**config.mk**
```make
export PLATFORM = sky130hd
export DESIGN_NAME = rk_ctrl_gen
export DESIGN_NICKNAME = d
export VERILOG_FILES = /design/src/rtl/rk_ctrl_gen.sv
export SDC_FILE = /design/constraint.sdc
export NUM_CORES = 1
export LEC_CHECK = 0
export ABC_CLOCK_PERIOD_IN_PS = 3600
export CAP_MARGIN = 20
export CORE_MARGIN = 2
export CORE_UTILIZATION = 50
export CTS_BUF_LIST = sky130_fd_sc_hd__clkbuf_8 sky130_fd_sc_hd__clkbuf_16
export DETAILED_ROUTE_END_ITERATION = 10
export PLACE_DENSITY = 0.76
export SYNTH_ARGS = -nofsm -noshare
export SYNTH_HDL_FRONTEND = slang
export SYNTH_SLANG_ARGS = --single-unit
```
**constraint.sdc**
```tcl
create_clock -name clk -period 3.6 [get_ports clk]
set_input_delay 0.54 -clock clk [delete_from_list [all_inputs] [get_ports clk]]
set_output_delay 0.54 -clock clk [all_outputs]
set_load 0.02 [all_outputs]
```
**src/rtl/rk_ctrl_gen.sv**
```systemverilog
// rk_ctrl_gen: RK8E-class disk controller front end for the PDP-8/e core.
// Decodes the disk IOTs, holds cmd/car/dar/status, and drives a generic
// block-storage backend over a req/ack/done handshake with a watchdog.
module rk_ctrl_gen #(
  parameter logic [5:0]  DEV_CODE   = 6'o74,
  parameter int unsigned NUM_DRIVES = 4,
  parameter int unsigned MAX_CYL    = 202,
  parameter int unsigned TIMEOUT    = 1048576,
  parameter logic [4:0]  F1_STATE   = 5'd1
) (
  input  logic        clk,
  input  logic        reset,
  input  logic        clear,
  input  logic [0:11] instruction,
  input  logic [4:0]  state,
  input  logic [0:11] ac,
  input  logic        UF,
  output logic [0:11] disk_bus,
  output logic        interrupt,
  output logic        skip,
  output logic        be_req,
  output logic [1:0]  be_op,
  output logic [2:0]  be_drive,
  output logic [0:12] be_disk_addr,
  output logic [0:14] be_mem_addr,
  output logic        be_len,
  input  logic        be_ack,
  input  logic        be_done,
  input  logic        be_err,
  input  logic [8:0]  be_words
);

  localparam int unsigned CNT_W = (TIMEOUT > 1) ? $clog2(TIMEOUT) : 1;
  localparam int unsigned EXT_W = (CNT_W < 6) ? 6 : CNT_W;
  localparam logic [CNT_W-1:0] WD_LAST = CNT_W'(TIMEOUT - 1);
  localparam logic [3:0] DRV_LIM = 4'(NUM_DRIVES);
  localparam logic [7:0] CYL_LIM = 8'(MAX_CYL);

  typedef enum logic [2:0] {
    IDLE    = 3'd0,
    REQ     = 3'd1,
    BUSY    = 3'd2,
    DONE_ST = 3'd3,
    ABORT   = 3'd4
  } fsm_t;

  fsm_t             fsm;
  logic [0:11]      cmd;
  logic [0:11]      car;
  logic [0:11]      dar;
  logic [0:11]      status;
  logic [7:0]       write_lock;
  logic [CNT_W-1:0] wd_cnt;
  logic [8:0]       words_q;
  logic             err_q;

  logic             f1_cyc, iot, caf, sclr, flag, idle;
  logic [2:0]       fn;
  logic             dclc, dclc_abort, dlag;
  logic [7:0]       cyl;
  logic             drv_bad, cyl_bad, lock_bad, is_seek, is_rw;
  logic [EXT_W-1:0] wd_ext;
  logic [5:0]       wd_msb;

  // IOT decode: only in F1 and outside user mode; CAF acts like a clear
  assign f1_cyc     = (state == F1_STATE) && !UF;
  assign fn         = instruction[9:11];
  assign iot        = f1_cyc && (instruction[0:2] == 3'b110) && (instruction[3:8] == DEV_CODE);
  assign caf        = f1_cyc && (instruction == 12'o6007);
  assign sclr       = clear || caf;
  assign flag       = |status;
  assign idle       = (fsm == IDLE);
  assign dclc       = iot && (fn == 3'd2);
  assign dclc_abort = dclc && ac[11];
  assign dlag       = iot && (fn == 3'd3);

  // Command validation for DLAG; cylinder uses the incoming dar value
  assign cyl      = {cmd[11], ac[0:6]};
  assign drv_bad  = {1'b0, cmd[9:11]} >= DRV_LIM;
  assign cyl_bad  = cyl > CYL_LIM;
  assign lock_bad = cmd[0] && !cmd[1] && write_lock[cmd[9:11]];
  assign is_seek  = (cmd[0:2] == 3'b011);
  assign is_rw    = !cmd[1];

  // Diagnostic view of the watchdog: its six most significant bits
  assign wd_ext = EXT_W'(wd_cnt);
  assign wd_msb = 6'(wd_ext >> (EXT_W - 6));

  // Backend address/length fields come straight from the held registers
  assign be_drive     = cmd[9:11];
  assign be_disk_addr = {cmd[11], dar};
  assign be_mem_addr  = {cmd[6:8], car};
  assign be_len       = cmd[5];

  // IOT register updates followed by the transfer FSM (later writes win)
  always_ff @(posedge clk or posedge reset) begin
    if (reset) begin
      fsm <= IDLE;   cmd <= '0;    car <= '0;      dar <= '0;
      status <= '0;  write_lock <= '0; wd_cnt <= '0;
      words_q <= '0; err_q <= 1'b0;
      disk_bus <= '0; interrupt <= 1'b0; skip <= 1'b0;
      be_req <= 1'b0; be_op <= 2'b00;
    end else if (sclr) begin
      fsm <= IDLE;   cmd <= '0;    car <= '0;      dar <= '0;
      status <= '0;  write_lock <= '0; wd_cnt <= '0;
      words_q <= '0; err_q <= 1'b0;
      disk_bus <= '0; interrupt <= 1'b0; skip <= 1'b0;
      be_req <= 1'b0; be_op <= 2'b00;
    end else begin
      disk_bus  <= '0;
      interrupt <= flag & cmd[3];

      if (iot) begin
        skip <= 1'b0;
        case (fn)
          3'd1: skip <= flag;
          3'd2: status <= '0;
          3'd3: begin
            if (idle) dar <= ac;
            else      status[5] <= 1'b1;
          end
          3'd4: car <= ac;
          3'd5: disk_bus <= status;
          3'd6: begin
            if (idle) begin
              cmd    <= ac;
              status <= '0;
              if (ac[0:2] == 3'b010) write_lock[ac[9:11]] <= 1'b1;
            end else begin
              status[5] <= 1'b1;
            end
          end
          3'd7: disk_bus <= {3'b000, 3'(fsm), wd_msb};
          default: ;
        endcase
      end

      case (fsm)
        IDLE: begin
          if (dlag) begin
            if (drv_bad) begin
              status[10] <= 1'b1; status[0] <= 1'b1;
            end else if (cyl_bad) begin
              status[11] <= 1'b1; status[0] <= 1'b1;
            end else if (lock_bad) begin
              status[7] <= 1'b1;  status[0] <= 1'b1;
            end else if (is_seek) begin
              if (cmd[4]) status[0] <= 1'b1;
            end else if (is_rw) begin
              fsm    <= REQ;
              be_req <= 1'b1;
              be_op  <= {1'b0, cmd[0]};
            end else begin
              status[0] <= 1'b1;
            end
          end
        end
        REQ: begin
          if (dclc_abort) begin
            fsm   <= ABORT;
            be_op <= 2'b10;
          end else if (be_ack) begin
            fsm    <= BUSY;
            be_req <= 1'b0;
            wd_cnt <= '0;
          end
        end
        BUSY: begin
          if (be_done) begin
            words_q <= be_words;
            err_q   <= be_err;
            fsm     <= DONE_ST;
          end else if (dclc_abort) begin
            fsm    <= ABORT;
            be_req <= 1'b1;
            be_op  <= 2'b10;
          end else if (wd_cnt == WD_LAST) begin
            status[6] <= 1'b1;
            fsm       <= ABORT;
            be_req    <= 1'b1;
            be_op     <= 2'b10;
          end else begin
            wd_cnt <= wd_cnt + CNT_W'(1);
          end
        end
        DONE_ST: begin
          car        <= car + 12'(words_q);
          status[0]  <= 1'b1;
          status[10] <= err_q | (status[10] & ~dclc);
          fsm        <= IDLE;
        end
        ABORT: begin
          if (be_ack) begin
            be_req    <= 1'b0;
            status[0] <= 1'b1;
            fsm       <= IDLE;
          end
        end
        default: fsm <= IDLE;
      endcase
    end
  end

endmodule
```
==> flow_summary.yaml <==
critical_path:
  critical_path.top_delay_family: "simple AND/OR/NAND/NOR gates"
  critPathMaxFanout: 18
  arrival_ns: 2.93
  ff2ff_path_depth: 6
  startpoint_type: "primary input"
  crit-reg2reg-capture: "wd_cnt[6]"
  worst-path-stages: 7
  required_ns: 3.93
  crit_slowest_cell: "a2111oi_2"
  path_buf_inv: 1
  cp-startpoint: "instruction[8]"
  r2r-start: "fsm[0]"
  cpPeakStageDelay_ns: 0.54
  critical_path_class: "primary input to register"
  endpoint: "write_lock[3]"
  endpoint_kind: "register"
  path_cells: "clkdlybuf4s50_1, nor4b_1, and4_4, nand4b_2, a2111oi_2, a31oi_1, nor2_1"
  rrSetupSlack_ns: 1.02
pwr:
  seq_power_share_pct: 48.0
  p_int_mw: 1.74
  total_leakage_power_nw: 2.88
  p_sw_mw: 0.845
  clkPwrFrac_pct: 28.4
  power.density_nw_per_um2: 381
  switching_share_pct: 32.7
  power_mw: 2.58
  ir_drop_mv: 0.367
  pwr-share-comb_pct: 23.6
sta:
  finalSetupTns_ns: 0
  hold_violations: 0
  finalClockSkew_ns: 0.0164
  rsz0062_at_grt: "false"
  fin_crit_ns: 2.60
  finalCritPeriodShare_pct: 72.3
  relSlewSlack_pct: 38.7
  setup_violations: 0
  timing.fmax_mhz: 384
  drv_slew: 0
  worst_pin_slew_ns: 0.920
layout:
  mostFrequentLayoutCell: "dfrtp_1"
  layout_common_cells: "dfrtp_1 (99), clkdlybuf4s50_1 (93), nand2_1 (81), a21oi_1 (60), nor2_1 (45)"
  drive_gt1_share_pct: 6.75
  antenna_cells: 0
  syn_to_final_growth_pct: 21.0
  design.final.nets: 747
place:
  portBuffers: 93
  finalWeightedCongestion: 0.843
  dp_hpwl_um: 10300
global_route:
  grt_pass1_vias: 4925
  grt_max_degree: 75
  grt_antenna_before_repair: 0
  overflow: 0
  grt_pass1_wl_um: 24100
  gr-usage-all-layers_pct: 25.7
floorplan:
  die_w_um: 110
  initial_core_util_pct: 51.4
  core_um2: 10900
  die-area_um2: 12100
  die_height_um: 110
  row_count: 38
  io_pins: 94
yosys:
  synth_edf_count: 0
  syn_avg_cell_area_um2: 9.01
  syn_nets: 678
  synth_cells: 622
  syn_area_um2: 5600
  synth_cell_types: 71
  yosys_warnings: 0
  synthArstFlopShare_pct: 100
  ys_seq_area_share_pct: 44.2
  synthFlopType: "dfrtp_1"
  ys_ff_latch: 99
cts:
  insertion_delay_ns: 0.39
  htreeDepth: 3
  cts_buffer_depth: 2
  clk_pin_slew_ns: 0.11
  cts_tree: "yes"
  cts_buffers: 9
  cts.sinks: 99
  ctsHoldBuffers: 0
  post_cts_buffers: 0
  root_buffer: "clkbuf_8"
  cts_resized: 0
drt:
  wl_per_cell_um: 17.5
  drt_pre_antenna_iters: 5
  drtAntennaViolNets: 0
  wl_um: 14600
  vias: 5105
  via_per_inst: 6.11
  remaining_drc_errors: 0
  drt_iter0_markers: 313
run_status:
  status: "finished, final reports clean"
flow_run:
  maxCapViolations: 0
worst_hold_path:
  min_path_type: "register to register"
[synthesized netlist by cell type (2+ instances only)]
library cell,number,area (um^2)
ha_1,10,125
inv_1,14,52.6
or4_1,3,22.5
xnor2_1,5,43.8
o21bai_1,2,15.0
or3_1,6,37.5
a41oi_1,3,26.3
and4_1,4,35.0
nor3b_1,4,30.0
o21ai_0,35,175
nor4_1,7,43.8
nand4b_1,2,17.5
dfrtp_1,99,2480
and4_4,2,22.5
nand2_1,81,304
mux2i_1,14,140
xor2_1,2,17.5
a31oi_1,16,100
o31ai_1,2,15.0
nor2b_1,3,18.8
a21oi_1,61,305
nand3b_1,8,60.1
clkbuf_1,24,90.1
buf_4,10,75.1
nor4b_1,2,17.5
mux4_1,2,52.6
a211oi_1,12,90.1
and3_1,10,62.6
nand3_2,2,20.0
o21a_1,4,30.0
a2111oi_2,2,30.0
nor3_1,8,40.0
a21boi_0,2,15.0
and2_1,9,56.3
a21o_1,6,45.0
buf_2,10,50.1
nand3_1,43,215
nor2_1,45,169
nand4_1,15,93.8
nand2b_1,2,12.5
[state kept, by name, summed over array words and instances, names as in the netlist]
name and count:
skip 1, be_op 2, words_q 9, fsm 3, err_q 1, disk_bus 11, car 12, status 6
be_req 1, cmd 12, write_lock 8, dar 12, wd_cnt 20, interrupt 1
[worst reg2reg max path, cell delays in order (launching register included)]
cell     delay [ns]
dfrtp_1        0.69
nor3b_1        0.53
nand2_1        0.13
nand3_1        0.16
and3_1         0.42
nand2_1        0.27
o31ai_1        0.30
[logic make-up (layout without fill, tap and decap cells)]
group / Yosys count / count (layout) / synth area share, %
AO/OA/AOI/OAI: 164 / 164 / 18.9
XOR/XNOR: 7 / 7 / 1.09
adder cells (fa/ha/maj): 11 / 11 / 2.59
buffers and inverters: 61 / 135 / 5.14
flip-flops: 99 / 99 / 44.2
multiplexers: 18 / 18 / 3.91
other: 1 / 1 / 0.0669
AND/OR/NAND/NOR: 261 / 261 / 24.1
[per-stage QoR]
stage	util, %	area [um^2]	std cells	setup WS, ns	hold WS (ns)
CTS	62.3	6780	836	1.01	0.495
finish	62.3	6780	836	0.998	0.489
detailed placement	60.4	6580	820	0.570	0.474
global route	62.3	6780	836	0.862	0.529
floorplan	-	5600	622	0.470	0.451
global placement	60.4	6580	820	0.719	0.467
[how the worst min path moves through the flow]
stage                        startpoint            end  depth (start not counted)
after global placement    write_lock[2]  write_lock[2]                          2
after CTS                        cmd[3]         cmd[3]                          2
after detailed placement         cmd[3]         cmd[3]                          2
final                            cmd[3]         cmd[3]                          2
after floorplan                  cmd[3]         cmd[3]                          2
after global routing             cmd[3]         cmd[3]                          2
[layer usage]
layer | GRT usage (%) | vias to the layer above | part of all wire (%) | routed length (um)
li1 | - | 2390 | - | -
met4 | 9.31 | 0 | 2.4 | 344
met1 | 33.1 | 2486 | 42 | 6190
met5 | 0 | - | 0 | 0
met3 | 7.05 | 26 | 6.8 | 988
met2 | 41.5 | 203 | 49 | 7100
[power groups by stage]
stage / logic [mW] / registers [mW] / clock network, mW
6_report: 0.610 / 1.24 / 0.735
5_1_grt: 0.660 / 1.25 / 0.800
4_1_cts: 0.606 / 1.24 / 0.748
3_5_place_dp: 0.603 / 1.26 / 0
3_3_place_gp: 0.588 / 1.26 / 0
2_1_floorplan: 0.408 / 1.24 / 0
[layout make-up]
class | instances | area (um^2)
clock buffers | 9 | 124
clock inverters | 7 | 76.3
fillers | 933 | 4110
inverters | 14 | 55.1
multi-input cells | 462 | 2850
flip-flops and latches | 99 | 2480
well taps | 140 | 175
repair buffers | 105 | 1020
(Power assumes the default switching activity.)
==> RTL edit (same flow settings) <==
Set the parameter `TIMEOUT` to 262144 (it was 1048576).
--- a/src/rtl/rk_ctrl_gen.sv
+++ b/src/rtl/rk_ctrl_gen.sv
@@ -5,7 +5,7 @@
   parameter logic [5:0]  DEV_CODE   = 6'o74,
   parameter int unsigned NUM_DRIVES = 4,
   parameter int unsigned MAX_CYL    = 202,
-  parameter int unsigned TIMEOUT    = 1048576,
+  parameter int unsigned TIMEOUT    = 262144,
   parameter logic [4:0]  F1_STATE   = 5'd1
 ) (
   input  logic        clk,
Behaviour: same outputs for any inputs over 4 cycles, from zero or initial values and one cycle with reset high; that may be too few to reach the edited logic, so the function may still have changed.
==> RTL edit against the original RTL <==
  * Critical path type unchanged
  * Synthesized cell count decreased by 7.2%
  * Critical path depth unchanged
  * Hold slack improved by 0.027 ns
  * Routed wire length decreased by 0.79%
  * Global-route usage increased by 0.68 points
  * Final area decreased by 3.7%
  * Largest cell class unchanged
  * Area after synthesis decreased by 6.2%
  * Sequential cell count decreased by 2
  * Setup slack got worse by 0.18 ns
Power is not compared: it rests on default switching activity, and its combinational part moved more than twofold at a synthesized area within 25%.
==> RTL edit: results (changes against the original RTL) <==
Run status
  • Status: complete, no violations (unchanged)

Synthesis
  • Fraction of the mapped netlist area in adder cells: 2.76% (was 2.59%)
  • Count of different cell masters after synthesis: 63 (was 71)
  • Mapped Cells: 577 (was 622)
  • Sequential fraction of the synthesis area: 46.2% (was 44.2%)
  • XOR/XNOR Fraction of Synth Area: 1.33% (was 1.09%)
  • Syn_nets: 633 (was 678)
  • Top cells by area, synth: dfrtp_1 46%, nand2_1 6.6%, a21oi_1 5.0% (was dfrtp_1 44%, a21oi_1 5.5%, nand2_1 5.4%)
  • Commonest cells in the netlist: 97 x dfrtp_1, 93 x nand2_1, 53 x a21oi_1 (was 99 x dfrtp_1, 81 x nand2_1, 61 x a21oi_1)

Finish
  • Final Non-Filler Cells: 805 (was 836)
  • Final nets: 720 (was 747)
  • Fillers: 881 (was 933)
  • Layout cells sized above 1: 7.32% (was 6.75%)

GRT
  • Largest net degree at the start of global routing: 48 (was 75)
  • M1 GR Usage: 35.2% (was 33.1%)
  • Met2 usage: 43.0% (was 41.5%)
  • Total track usage: 26.4% (was 25.7%)
  • Vias in the first global route: 4,702 (was 4,925)
  • GR met3 Demand/Resource: 5.89% (was 7.05%)
  • Global-route wire length before repair: 23,500 um (was 24,100 um)

Place
  • Setup slack at placement: 0.428 ns (was 0.570 ns)
  • Inst Count DP: 789 (was 820)
  • GP Congestion: 0.926 (was 0.843)
  • Hpwl dp: 10,700 um (was 10,300 um)

Detailed routing
  • Routed WL per cell: 18.0 um (was 17.5 um)
  • Met2 wire length: 7070 um (was 7100 um)
  • Via density: 6.02 (was 6.11)
  • Met1 WL: 6270 um (was 6190 um)
  • Initial DRC Count: 329 (was 313)

Setup path
  • Max stage delay on crit path: 0.62 ns (was 0.54 ns)
  • Reg2reg start: fsm[2] (was fsm[0])
  • Critical path fanouts, max: 16 (was 18)
  • Worst EP arrival: 3.09 ns (was 2.93 ns)
  • CP max-delay cell: o32ai_4 (was a2111oi_2)
  • Worst Setup SP: instruction[2] (was instruction[8])
  • Top cell family by delay on the critical path: compound AO/OA/AOI/OAI gates (was simple AND/OR/NAND/NOR gates)

STA
  • Hold Slack: 0.515 ns (was 0.489 ns)
  • Relative slew slack: 44.5% (was 38.7%)
  • Clk_skew: 0.00979 ns (was 0.0164 ns)
  • Period Utilization, post-route: 77.3% (was 72.3%)

Min path
  • Endpoint, Worst Hold: write_lock[6] (was cmd[3])
-- RTL edit: cell types whose count changed in the layout (fill, tap and decap cells not counted), moves of 6 or more --
cell / change
buf_4: +6
inv_1: -6
nand3b_1: -7
a22o_1: +12
nand3_1: -17
nand2_1: +12
a21oi_1: -7
a31oi_1: -9
o21ai_0: -11
-- RTL edit: layout make-up --
cell class	count	area [um2]	area share, %
tap	136	170	2.61
clock inverter	6	67.6	1.04
timing repair buffer	111	1070	16.3
sequential	97	2430	37.2
inverter	8	31.3	0.479
clock buffer	10	138	2.11
multi-input combinational	437	2630	40.3
-- RTL edit: metrics by stage --
step           util [%]  area (um2)  power (mW)
4_1_cts            63.5        6530        1.99
3_3_place_gp       61.5        6320        1.25
2_1_floorplan         -        5260        1.17
5_1_grt            63.5        6530        2.03
3_5_place_dp       61.5        6320        1.25
6_report           63.5        6530        1.97
